File: src/rtl/mul_pkg.sv
// Shared definitions for the memory-mapped shift-add multiplier.
//   - register offsets within the 8-word window at BASE
//   - bit positions inside the STAT register
//   - FSM state encoding used by mul_unit
package mul_pkg;

  localparam logic [2:0] OFF_OPA  = 3'd0;
  localparam logic [2:0] OFF_OPB  = 3'd1;
  localparam logic [2:0] OFF_RESL = 3'd2;
  localparam logic [2:0] OFF_RESH = 3'd3;
  localparam logic [2:0] OFF_STAT = 3'd4;

  localparam int STAT_BUSY = 0;
  localparam int STAT_DONE = 1;
  localparam int STAT_OVR  = 2;

  localparam logic [1:0] ST_IDLE = 2'd0;
  localparam logic [1:0] ST_LOAD = 2'd1;
  localparam logic [1:0] ST_RUN  = 2'd2;
  localparam logic [1:0] ST_FIX  = 2'd3;

endpackage

File: src/rtl/mul_datapath.sv
// Iterative shift-add core for mul_unit.
// Ports:
//   clk        clock
//   load       initialise acc/mcand/mplr/cnt from the operand magnitudes
//   run        perform one shift-add step
//   mcand_in   multiplicand magnitude (zero-extended internally to 2*WIDTH)
//   mplr_in    multiplier magnitude
//   acc        accumulated partial product
//   acc_next   accumulator value after the current step (valid while running)
//   done_cond  the current step is the last one
// The registers here are fully initialised by load before use, so they carry
// no reset.
module mul_datapath #(
  parameter int WIDTH = 16
) (
  input  logic                 clk,
  input  logic                 load,
  input  logic                 run,
  input  logic [WIDTH-1:0]     mcand_in,
  input  logic [WIDTH-1:0]     mplr_in,
  output logic [2*WIDTH-1:0]   acc,
  output logic [2*WIDTH-1:0]   acc_next,
  output logic                 done_cond
);

  localparam int CW = $clog2(WIDTH) + 1;

  logic [2*WIDTH-1:0] mcand;
  logic [WIDTH-1:0]   mplr;
  logic [CW-1:0]      cnt;

  always_comb begin
    acc_next  = mplr[0] ? (acc + mcand) : acc;
    // Stop once no multiplier bits remain after this shift, or after the
    // final bit position has been consumed.
    done_cond = (mplr[WIDTH-1:1] == '0) || (cnt == CW'(WIDTH - 1));
  end

  always_ff @(posedge clk) begin
    if (load) begin
      acc   <= '0;
      mcand <= {{WIDTH{1'b0}}, mcand_in};
      mplr  <= mplr_in;
      cnt   <= '0;
    end else if (run) begin
      acc   <= acc_next;
      mcand <= mcand << 1;
      mplr  <= mplr >> 1;
      cnt   <= cnt + CW'(1);
    end
  end

endmodule

File: src/rtl/mul_unit.sv
// Memory-mapped iterative multiplier peripheral on the CPU data bus.
// A store to OPB starts a multiply of OPA by OPB; the 2*WIDTH-bit result
// appears in RESL/RESH, with BUSY/DONE/OVR status and a one-cycle IRQ.
// Ports:
//   CK    clock
//   RST   synchronous active-high reset
//   DA    data address
//   DDI   write data
//   DDO   read data, combinational mux of register state
//   RW    1 = read, 0 = write
//   SEL   DA falls in [BASE, BASE+4]
//   BUSY  multiply in progress
//   IRQ   one-cycle pulse when a new result is loaded
module mul_unit
  import mul_pkg::*;
#(
  parameter int            WIDTH  = 16,
  parameter int            AW     = 16,
  parameter logic [AW-1:0] BASE   = 'h70,
  parameter int            SIGNED = 0
) (
  input  logic             CK,
  input  logic             RST,
  input  logic [AW-1:0]    DA,
  input  logic [WIDTH-1:0] DDI,
  output logic [WIDTH-1:0] DDO,
  input  logic             RW,
  output logic             SEL,
  output logic             BUSY,
  output logic             IRQ
);

  localparam bit SGN = (SIGNED != 0);

  // Magnitude of an operand; in signed mode the most negative value maps to
  // 2^(WIDTH-1), which still fits in WIDTH unsigned bits.
  function automatic logic [WIDTH-1:0] magnitude(input logic [WIDTH-1:0] v);
    logic signed [WIDTH-1:0] sv;
    sv = v;
    if (SGN && sv < 0) return -v;
    return v;
  endfunction

  function automatic logic signed [2*WIDTH-1:0] apply_sign(
    input logic [2*WIDTH-1:0] mag,
    input logic               neg
  );
    return neg ? -mag : mag;
  endfunction

  logic [2:0]         off;
  logic               wr_en;
  logic               wr_opnd;

  logic [WIDTH-1:0]   opa;
  logic [WIDTH-1:0]   opb;
  logic [2*WIDTH-1:0] res;
  logic               done;
  logic               ovr;
  logic               neg;
  logic [1:0]         state;

  logic [2*WIDTH-1:0] acc;
  logic [2*WIDTH-1:0] acc_next;
  logic               done_cond;

  assign off     = DA[2:0];
  // BASE is 8-aligned, so the upper address bits select the window.
  assign SEL     = (DA[AW-1:3] == BASE[AW-1:3]) && (off <= OFF_STAT);
  assign wr_en   = SEL && !RW;
  assign wr_opnd = wr_en && ((off == OFF_OPA) || (off == OFF_OPB));
  assign BUSY    = (state != ST_IDLE);

  mul_datapath #(.WIDTH(WIDTH)) u_datapath (
    .clk       (CK),
    .load      (state == ST_LOAD),
    .run       (state == ST_RUN),
    .mcand_in  (magnitude(opa)),
    .mplr_in   (magnitude(opb)),
    .acc       (acc),
    .acc_next  (acc_next),
    .done_cond (done_cond)
  );

  always_comb begin
    DDO = '0;
    if (SEL) begin
      case (off)
        OFF_OPA:  DDO = opa;
        OFF_OPB:  DDO = opb;
        OFF_RESL: DDO = res[WIDTH-1:0];
        OFF_RESH: DDO = res[2*WIDTH-1:WIDTH];
        OFF_STAT: begin
          DDO[STAT_BUSY] = BUSY;
          DDO[STAT_DONE] = done;
          DDO[STAT_OVR]  = ovr;
        end
        default:  DDO = '0;
      endcase
    end
  end

  always_ff @(posedge CK) begin
    if (RST) begin
      state <= ST_IDLE;
      opa   <= '0;
      opb   <= '0;
      res   <= '0;
      done  <= 1'b0;
      ovr   <= 1'b0;
      neg   <= 1'b0;
      IRQ   <= 1'b0;
    end else begin
      IRQ <= 1'b0;

      // Operand writes land only when idle; while busy they are dropped and
      // flagged, which also covers an OPB write on the completion edge.
      if (wr_opnd) begin
        if (BUSY) begin
          ovr <= 1'b1;
        end else if (off == OFF_OPA) begin
          opa <= DDI;
        end else begin
          opb <= DDI;
        end
      end

      if (wr_en && (off == OFF_STAT)) begin
        done <= 1'b0;
        ovr  <= 1'b0;
      end

      // Completion assignments come after the STAT clear so a new result
      // always reports DONE.
      case (state)
        ST_IDLE: begin
          if (wr_en && (off == OFF_OPB)) state <= ST_LOAD;
        end
        ST_LOAD: begin
          done  <= 1'b0;
          neg   <= SGN && (opa[WIDTH-1] ^ opb[WIDTH-1]);
          state <= ST_RUN;
        end
        ST_RUN: begin
          if (done_cond) begin
            if (SGN) begin
              state <= ST_FIX;
            end else begin
              res   <= acc_next;
              done  <= 1'b1;
              IRQ   <= 1'b1;
              state <= ST_IDLE;
            end
          end
        end
        ST_FIX: begin
          res   <= apply_sign(acc, neg);
          done  <= 1'b1;
          IRQ   <= 1'b1;
          state <= ST_IDLE;
        end
        default: state <= ST_IDLE;
      endcase
    end
  end

endmodule
File: config.mk
export PLATFORM = sky130hd
export DESIGN_NAME = mul_unit
export DESIGN_NICKNAME = d
export VERILOG_FILES = /design/src/rtl/mul_pkg.sv /design/src/rtl/mul_datapath.sv /design/src/rtl/mul_unit.sv
export SDC_FILE = /design/constraint.sdc
export NUM_CORES = 1
export LEC_CHECK = 0
export ABC_AREA = 1
export ABC_CLOCK_PERIOD_IN_PS = 5100
export CAP_MARGIN = 40
export CORE_MARGIN = 1.5
export CORE_UTILIZATION = 35
export DETAILED_ROUTE_END_ITERATION = 8
export GPL_ROUTABILITY_DRIVEN = 0
export GPL_TIMING_DRIVEN = 1
export PLACE_DENSITY = 0.48
export SLEW_MARGIN = 15
export SYNTH_ARGS = -nofsm -noshare
export SYNTH_HDL_FRONTEND = slang
export SYNTH_SLANG_ARGS = --single-unit
File: constraint.sdc
create_clock -name CK -period 5.1 [get_ports CK]
set_input_delay 1.53 -clock CK [delete_from_list [all_inputs] [get_ports CK]]
set_output_delay 1.53 -clock CK [all_outputs]
set_load 0.02 [all_outputs]
Word level (Yosys, flattened, before mapping)
Index checks and enable logic that the tools add are counted.

Muxes and demuxes: 18. Multipliers: 0. Order comparisons: 1. Add/sub/neg operators: 2. Reduce and logical (&&, ||, !) cells: 20. Shift-type cells: 0. Div/mod/pow operators: 0. Eq/ne operators: 11. Bitwise gates (word level): 2.

Operators with widths (count): $mux 16 (5); $mux 32 (2); $pmux 32 s2 (1); $pmux 13 s4 (1); $add 32x32->32 (1); $logic_not 15->1 (1); $pmux 3 s5 (1); $eq 13x4->1 const B (1); $pmux 2 s4 (1); $eq 3x2->1 const B (2); $reduce_and 2->1 (3); $reduce_and 3->1 (2); $reduce_bool 2->1 (3); $add 5x1->5 const B (1); $eq 5x4->1 const B (1); $logic_and 1x1->1 (5); $eq 2x2->1 const B (2); $mux 2 (2); $ne 2x2->1 const B (2); $eq 3x1->1 const B (1); $eq 3x3->1 const B (1); $le 3x3->1 const B (1); $logic_not 3->1 (1); $mux 1 (3); 8 further kinds (10).

Input bits: 35. Memories kept: 0. Output and inout bits: 19. Memory bits (writable): 0. Flip-flop bits (word level): 154. Bits in read-only memories: 0. Bits in latches: 0.

Longest topological paths before layout
Gate-level depths: netlist of run 1.

Depth in word-level cells: 7. Gate-level depth with buffers: 16. Depth with buffers taken out: 16.

By module
A second synthesis of run 1 with hierarchy kept.

Cells, all modules: 1489. Area total of the unflattened synthesis: 9520.4 sq um.

Modules (own cells, without submodules): mul_datapath (instances 1, cells each 940, area each 6038.3 sq um, sequential area each 2021.9 sq um); mul_unit (instances 1, cells each 549, area each 3482.1 sq um, sequential area each 1381.3 sq um).

Worst setup path after synthesis of run 1
OpenSTA, ideal clock, no wires.

Path kind: input-to-output. Start: input DA[2]. End: output DDO[10]. Path slack: 0.821 ns. Data arrival time: 2.749 ns. Stages: 6. Path buffers: 1. Cells stage by stage: nor2_1 -> inv_1 -> nor2_1 -> buf_2 -> nand2_1 -> a31oi_1.

Longest elaborated chain between the ends: 3. Elaborated cells on any way between the ends: 8. Those cells by class: order compare: 1; eq/ne: 3; mux: 2; reduce/logical: 2.

Ends and longest elaborated chain: start, declared (RTL line mul_unit.sv:24) `input logic [AW-1:0] DA,`; $eq 3x2->1 (tied with other cells) (RTL line mul_unit.sv:88) `case (off)`; $pmux 13 s4 / $logic_and 1x1->1 (equally long branches) (RTL line mul_unit.sv:88, mul_unit.sv:69); $mux 16 (*) (RTL line mul_unit.sv:87) `if (SEL) begin`; end, declared (RTL line mul_unit.sv:26) `output logic [WIDTH-1:0] DDO,`.

Every way passes the cells marked *; elsewhere a longest branch is shown, timed or not.

Worst setup path in the final report of run 1
Start: input DA[2]. End: output DDO[0].

Longest elaborated chain between the ends: 3. Elaborated cells on any way between the ends: 9. Those cells by class: order compare: 1; eq/ne: 4; mux: 2; reduce/logical: 2.

Ends and longest elaborated chain (RTL line): $eq 3x3->1 (tied with other cells) (mul_unit.sv:88); $pmux 3 s5 / $logic_and 1x1->1 (equally long branches) (mul_unit.sv:88, mul_unit.sv:69); $mux 16 (*) (mul_unit.sv:87).

Marked as above.

==> results.txt, run 1 <==
The flow ran to the end, and the final reports show no timing, DRC or antenna violations. The cell taking the most area after synthesis is dfxtp_1. The per-cell via count in the routed design is 4.95. The core region is 0.0268 mm². The number of design-rule violations left by the first detailed-router iteration is 562. The overall die height is 168 µm. The critical path is of the input port to primary output type. For this run, the leading register cell type out of synthesis is dfxtp_1. TritonCTS built the clock tree. The tightest slew margin relative to the limit came out at 47.4%. The total of flip-flops plus latches after synthesis came out at 154. The number of max-cap violations came out at 0. Summed over its instances, the top area cell type makes up 25.7% of the synthesized netlist area. The register-to-register setup slack is 2.51 ns. Pin placement for this block handled 54 I/O pins. The die is 168 µm wide. For this block, the routed nets add up to 30.3 mm of wire. The floorplan die area came out at 0.0282 mm². At the later pin of the worst-skew pair, clock insertion delay measures 0.45 ns. Setup repair after global routing left no endpoint under its margin. Yosys mapped a number of flops with a built-in enable equal to 32. The summed negative setup slack over all endpoints is 0 ns. In this run the tool buffered the top-level ports with 53 buffer cells.

The instance area at placement came out at 0.0104 mm². In the layout the commonest cells are 444 x nand2_1, 220 x inv_1, 148 x nor2_1. The peak supply drop came out at 255 µV. The average wire per standard cell came out at 16.2 µm. The most critical setup path has its startpoint at DA[2]. The power per cell area is 529 mW/mm².

The ratio of cells with drive above 1 in the final layout came out at 5.06%. The worst hold path belongs to the class register to register. The total clock sinks is 154.

The finished cells cover 0.0111 mm². The kind of cell adding the most delay to the critical path is buffers and inverters. The global-route wire length before repair came out at 48.6 mm. The minimum clock period is 4.95 ns. The clock skew after layout is 0.0174 ns.

The worst path arrival time is 3.42 ns. The buffering stage count on the worst path with inverters included came out at 4. The count of standard-cell rows came out at 60.

The total track usage is 22.3%. Once detail routing completed, the nets flagged for antenna violations numbered 0. In the post-synthesis netlist, the biggest area contributors are dfxtp_1 26%, nand2_1 18%, edfxtp_1 10%, inv_1 8.7%, a21oi_1 6.1%. The maximum frequency from static timing analysis came out at 202 MHz. The via count of the first global-routing pass is 8922. The count of distinct cell types in the synthesized netlist came out at 42. The total number of yosys warnings is 0. Leaving out fill and tap cells, the most frequent cell in the layout is nand2_1.

The longest clock path from root to sink contains 2 buffers. STA classifies the critical path startpoint as an input port. The kind of end point of the critical path is a primary output.

Of all nets on the critical path, the largest fanout is 16. In this run the cell area of the synthesized design comes to 0.00951 mm². The slowest stage of the critical path belongs to the cell clkdlybuf4s50_1. The final number of setup-violating endpoints is 0.

The H-tree depth reported by CTS came out at 4. The post-synthesis average cell area came out at 6.48 µm². Detailed placement finished with a half-perimeter wire length of 22.0 mm. The required time at the endpoint of the critical path came out at 3.57 ns. The slew at the pin closest to its max-slew limit came out at 0.788 ns.

The number of pins with negative max-slew slack in the final report came out at 0. The via total after detailed routing came out at 9209. The starting density of the core came out at 35.5%.

The delay contributed by the slowest stage of the critical path is 0.62 ns. In the post-route analysis, the smallest setup slack over all paths is 0.148 ns. After detailed routing, the number of remaining DRC violations is 0. The number of cells produced by synthesis is 1468. The register area share after synthesis is 35.8%. The net count of the finished layout is 1581.

CTS placed an instance of clkbuf_16 at the clock tree root. The reg-to-reg critical path startpoint is u_datapath.mcand[0]. The post-place setup slack is -0.0276 ns. The worst hold path begins at opa[8].

The post-synthesis async set-or-reset flop share is 0%. The clock slew at the register clock pins of the worst setup and hold paths is 0.07 ns. The number of antenna violations at the first check in global routing was 0.

The synthesized net count came out at 1541. The area growth from synthesis to final layout is 16.3%. The hold violation total from the final report came to 0. The antenna cell count is 0. The signal on the critical path passes through clkdlybuf4s50_1, nor2_1, inv_1, nor2_1, buf_4, nand2_1, a21oi_1, clkdlybuf4s50_1. The share of the cycle needed by the critical path after routing came out at 97.1%. The final global-route overflow total is 0.

The static leakage came out at 5.76 nW. The number of CTS-inserted buffers is 17. The first TritonRoute pass finished after 5 iterations. The maximum number of pins on one net before global-route repair is 48.
[routing by layer]
metal | global-route usage, % | vias to the layer above | share of wire (%)
met3 | 4.23 | 34 | 5.4
met4 | 6.42 | 0 | 1.8
met1 | 29.2 | 4192 | 47
met5 | 0 | - | 0
met2 | 37.3 | 218 | 46
li1 | - | 4765 | -
[layout make-up]
| class | count | area [µm²] |
|---|---|---|
| clock buffers | 17 | 425 |
| clock inverters | 15 | 170 |
| fillers | 2907 | 15700 |
| inverters | 225 | 845 |
| multi-input cells | 1029 | 4980 |
| flip-flops and latches | 154 | 3400 |
| well taps | 341 | 427 |
| repair buffers | 81 | 800 |
[flip-flops by register name, summed over array words and instances (netlist names)]
name / flops
res: 32
u_datapath.acc: 32
u_datapath.mcand: 32
opa: 16
opb: 16
u_datapath.mplr: 16
u_datapath.cnt: 5
state: 2
IRQ: 1
done: 1
ovr: 1
[what timing repair did]
action                     CTS  global route
hold buffers                 0             0
setup buffers                0             0
setup endpoints to repair    1            14
cloned                       0             0
resized for setup            1            14
[synthesized netlist by cell type (all sizes together) (2+ instances only)]
cell and count:
a21o 3, a21oi 115, a221oi 2, a22oi 13
a31oi 14, and2 3, buf 23, clkbuf 37
clkinv 2, dfxtp 122, edfxtp 32, ha 37
inv 223, nand2 446, nand3 68, nand4 4
nor2 151, nor3 10, nor4 4, o211ai 6
o21ai 104, o21bai 25, o22ai 5, or2 3
xnor2 12
[worst register-to-register path, cell delays in order, from the launching register on]
cell,delay [ns]
edfxtp_1,0.41
ha_1,0.27
fa_1,0.48
nand3_1,0.12
nand3_1,0.17
nand2_1,0.10
nand2_1,0.10
nand2_1,0.08
nand2_1,0.13
nand2_1,0.12
nand2_1,0.06
nand2_1,0.05
nand3_1,0.14
nand2_1,0.11
nand2_1,0.05
nand2_1,0.06
inv_1,0.03
[cell families after synthesis]
group	after synthesis	share of synthesized area (%)
adder cells (fa/ha/maj)	38	5.08
multiplexers	1	0.105
AO/OA/AOI/OAI	288	16.8
XOR/XNOR	12	1.11
buffers and inverters	285	11.8
flip-flops	154	35.8
AND/OR/NAND/NOR	690	29.3
[report_power, final]
part           internal [W]  total, W  leakage, nW  switching (W)
Combinational       0.00100   0.00281         4.18        0.00181
Clock              0.000660   0.00131        0.288       0.000653
Sequential          0.00149   0.00172         1.29       0.000229
Total               0.00316   0.00584         5.76        0.00269
[worst paths after layout]
path | endpoint | cells past startpoint
max | DDO[0] | 8
min | opa[8] | 2
max reg2reg | u_datapath.acc[24] | 16
min reg2reg | opa[8] | 2
[per-stage QoR]
step / total power [W] / hold WS, ns / utilization [%] / instances
after global routing: 0.00641 / 0.492 / 41.2 / 1862
after floorplan: 0.00380 / 0.437 / - / 1468
after CTS: 0.00588 / 0.476 / 41.1 / 1862
after global placement: 0.00452 / 0.470 / 38.9 / 1830
after detailed placement: 0.00454 / 0.465 / 38.9 / 1830
final: 0.00584 / 0.476 / 41.2 / 1862
Note: power is estimated with default switching activity, not from simulation.
==> run 2: changes to the inputs <==
--- a/config.mk
+++ b/config.mk
@@ -6,7 +6,7 @@
 export NUM_CORES = 1
 export LEC_CHECK = 0
 export ABC_AREA = 1
-export ABC_CLOCK_PERIOD_IN_PS = 5100
+export ABC_CLOCK_PERIOD_IN_PS = 6000
 export CAP_MARGIN = 40
 export CORE_MARGIN = 1.5
 export CORE_UTILIZATION = 35
==> constraint.sdc (replaced) <==
create_clock -name CK -period 6 [get_ports CK]
set_input_delay 1.8 -clock CK [delete_from_list [all_inputs] [get_ports CK]]
set_output_delay 1.8 -clock CK [all_outputs]
set_load 0.02 [all_outputs]
==> results.txt, run 2 (synthesized netlist as in run 1, its figures left out) <==
The run finished with clean final reports. The total detailed-routing wirelength is 30.2 mm (about the same). The maximum fanout encountered on the critical timing path came out at 12 (-4). Leaving out fill and tap cells, the most frequent cells in the layout are 444 x nand2_1, 220 x inv_1, 148 x nor2_1. The number of max-cap violations came out at 0 (unchanged). The hold violation total from the final report is 0 (unchanged). The post-place setup slack was 0.285 ns (+0.313 ns).

The peak supply drop is 203 µV (-20%). The number of CTS-inserted buffers is 17 (unchanged). The number of design-rule violations left by the first detailed-router iteration is 566 (+0.71%). The routed metal-1 wire length is 14.5 mm (+2.5%). The H-tree depth reported by CTS came to 4 (unchanged). The worst setup path is captured at a primary output. The number of DRC violations after detailed routing is 0 (unchanged). The wire length on met3 came out at 1.37 mm (-16%).

The via count of the first global-routing pass was 8862 (-0.67%). Leaving out fill and tap cells, the most frequent cell in the layout is nand2_1. The instance area at placement was 0.0103 mm² (-0.91%). From synthesis to final layout, the design area changed by 14.9%. The floorplan die area came out at 0.0282 mm² (unchanged). The antenna cell count came to 0 (unchanged).

The summed negative setup slack over all endpoints is 0 ns (unchanged). The slack of the critical path came out at 0.273 ns (+0.125 ns). The number of iterations in the first detailed-routing pass was 5 (unchanged).

The final number of setup-violating endpoints came out at 0 (unchanged). The final global-route overflow total came out at 0 (unchanged). The detailed route wirelength on metal2 is 14.0 mm (+0.43%).

The I/O pin count came out at 54 (unchanged). The power per cell area came out at 453 mW/mm² (-14%). The required time at the endpoint of the critical path came to 4.20 ns (+0.63 ns).

In this run the worst hold path is classified as register to register. The root buffer cell chosen for the clock tree is clkbuf_16. The critical path starts at DA[2]. The quantity of gates resized following cts came to 0 (-1). The buffers inserted during post-CTS setup optimization came out at 0 (unchanged).

After layout, the worst path uses 95.5% of the clock period. The insertion delay to the later sink of the worst-skew pair came to 0.45 ns (about the same). The number of antenna violations at the first check in global routing is 0 (unchanged). TritonCTS built the clock tree. The maximum number of pins on one net before global-route repair is 59 (+23%). The overall die height is 168 µm (unchanged).

The per-cell via count in the routed design came out at 4.86 (-1.7%). The starting density of the core came out at 35.5% (unchanged). In this run the most critical hold path is launched from opa[8]. STA classifies the critical path startpoint as an input port. The worst setup path is of the input port to primary output kind.

The worst path arrival time came out at 3.93 ns (+0.51 ns). The static leakage is 5.44 nW (-5.5%). Setup repair after global routing left no endpoint under its margin. The maximum frequency from static timing analysis is 175 MHz. The final non-filler cell area came out at 0.0109 mm² (-1.1%). The average wire per standard cell is 16.3 µm (+0.55%).

Signal routing reaches up to met4. The overall power after layout is 0.00495 W (-15%). The total track usage was 22.2% (-0.041 points).

The slew at the pin closest to its max-slew limit came out at 0.708 ns (-0.0803 ns). The minimum clock period is 5.73 ns. The final net count is 1570 (-0.70%).

The width of the die came out at 168 µm (unchanged). The buffer levels on the longest clock path came out at 2 (unchanged). The area of the core region came out at 0.0268 mm² (unchanged). The tightest slew margin relative to the limit came out at 52.8% (+5.4 points). The global-route wire length before repair is 48.6 mm (about the same). The number of hold-repair buffers added at the cts stage came out at 0 (unchanged). The clock skew after layout is 0.0187 ns (+0.00121 ns). The count of standard-cell rows came out at 60 (unchanged). The post-DP HPWL is 21.6 mm (-1.6%). The via total after detailed routing came to 8999 (-2.3%). In the final layout, the registers with the most flip-flops are res (32), u_datapath.acc (32), u_datapath.mcand (32). The fill cell instance count of the final layout is 2896 (-0.38%). The remaining antenna violation count is 0 (unchanged). The total clock sinks came to 154 (unchanged). The ratio of cells with drive above 1 in the final layout is 4.37% (-0.69 points). The number of pins with negative max-slew slack in the final report is 0 (unchanged). The clock slew at the register clock pins of the worst setup and hold paths is 0.07 ns (about the same). The quantity of I/O buffers inserted on ports is 53 (unchanged). The reg-to-reg critical path startpoint is u_datapath.mcand[0].
-- run 2: stage by stage --
step	hold WS (ns)	util [%]	cells
2_1_floorplan	0.437	-	1468
3_3_place_gp	0.462	38.5	1819
3_5_place_dp	0.470	38.5	1819
4_1_cts	0.481	40.8	1851
5_1_grt	0.503	40.8	1851
6_report	0.478	40.8	1851
-- run 2: layer usage --
layer	GRT usage [%]	vias to the layer above
li1	-	4723
met1	29.3	4081
met2	37.7	170
met3	4.30	25
met4	4.97	0
met5	0	-
-- run 2: final cells by class --
type	count	area, µm²	share of cell area, %
multi-input cells	1029	4980	45.6
inverters	225	845	7.73
repair buffers	70	671	6.14
well taps	341	427	3.90
flip-flops and latches	154	3400	31.1
clock inverters	15	175	1.60
clock buffers	17	425	3.89
-- run 2: worst paths after layout --
kind                         to  cells after the start  slack (ns)
min reg2reg              opa[8]                      2        0.48
max reg2reg  u_datapath.acc[24]                     16        3.41
max                      DDO[9]                      8        0.27
min                      opa[8]                      2        0.48
-- run 2: power breakdown --
group          total, W  internal, W  switching [W]
clock network   0.00112     0.000564       0.000555
logic           0.00237     0.000849        0.00152
registers       0.00146      0.00127       0.000194
total           0.00495      0.00268        0.00227
-- run 2: worst max-delay path, stage by stage --
cell	delay, ns
clkdlybuf4s50_1	0.49
nor2_1	0.20
inv_1	0.12
nor2_4	0.22
buf_12	0.17
nand2_1	0.06
a31oi_1	0.22
clkdlybuf4s50_1	0.64
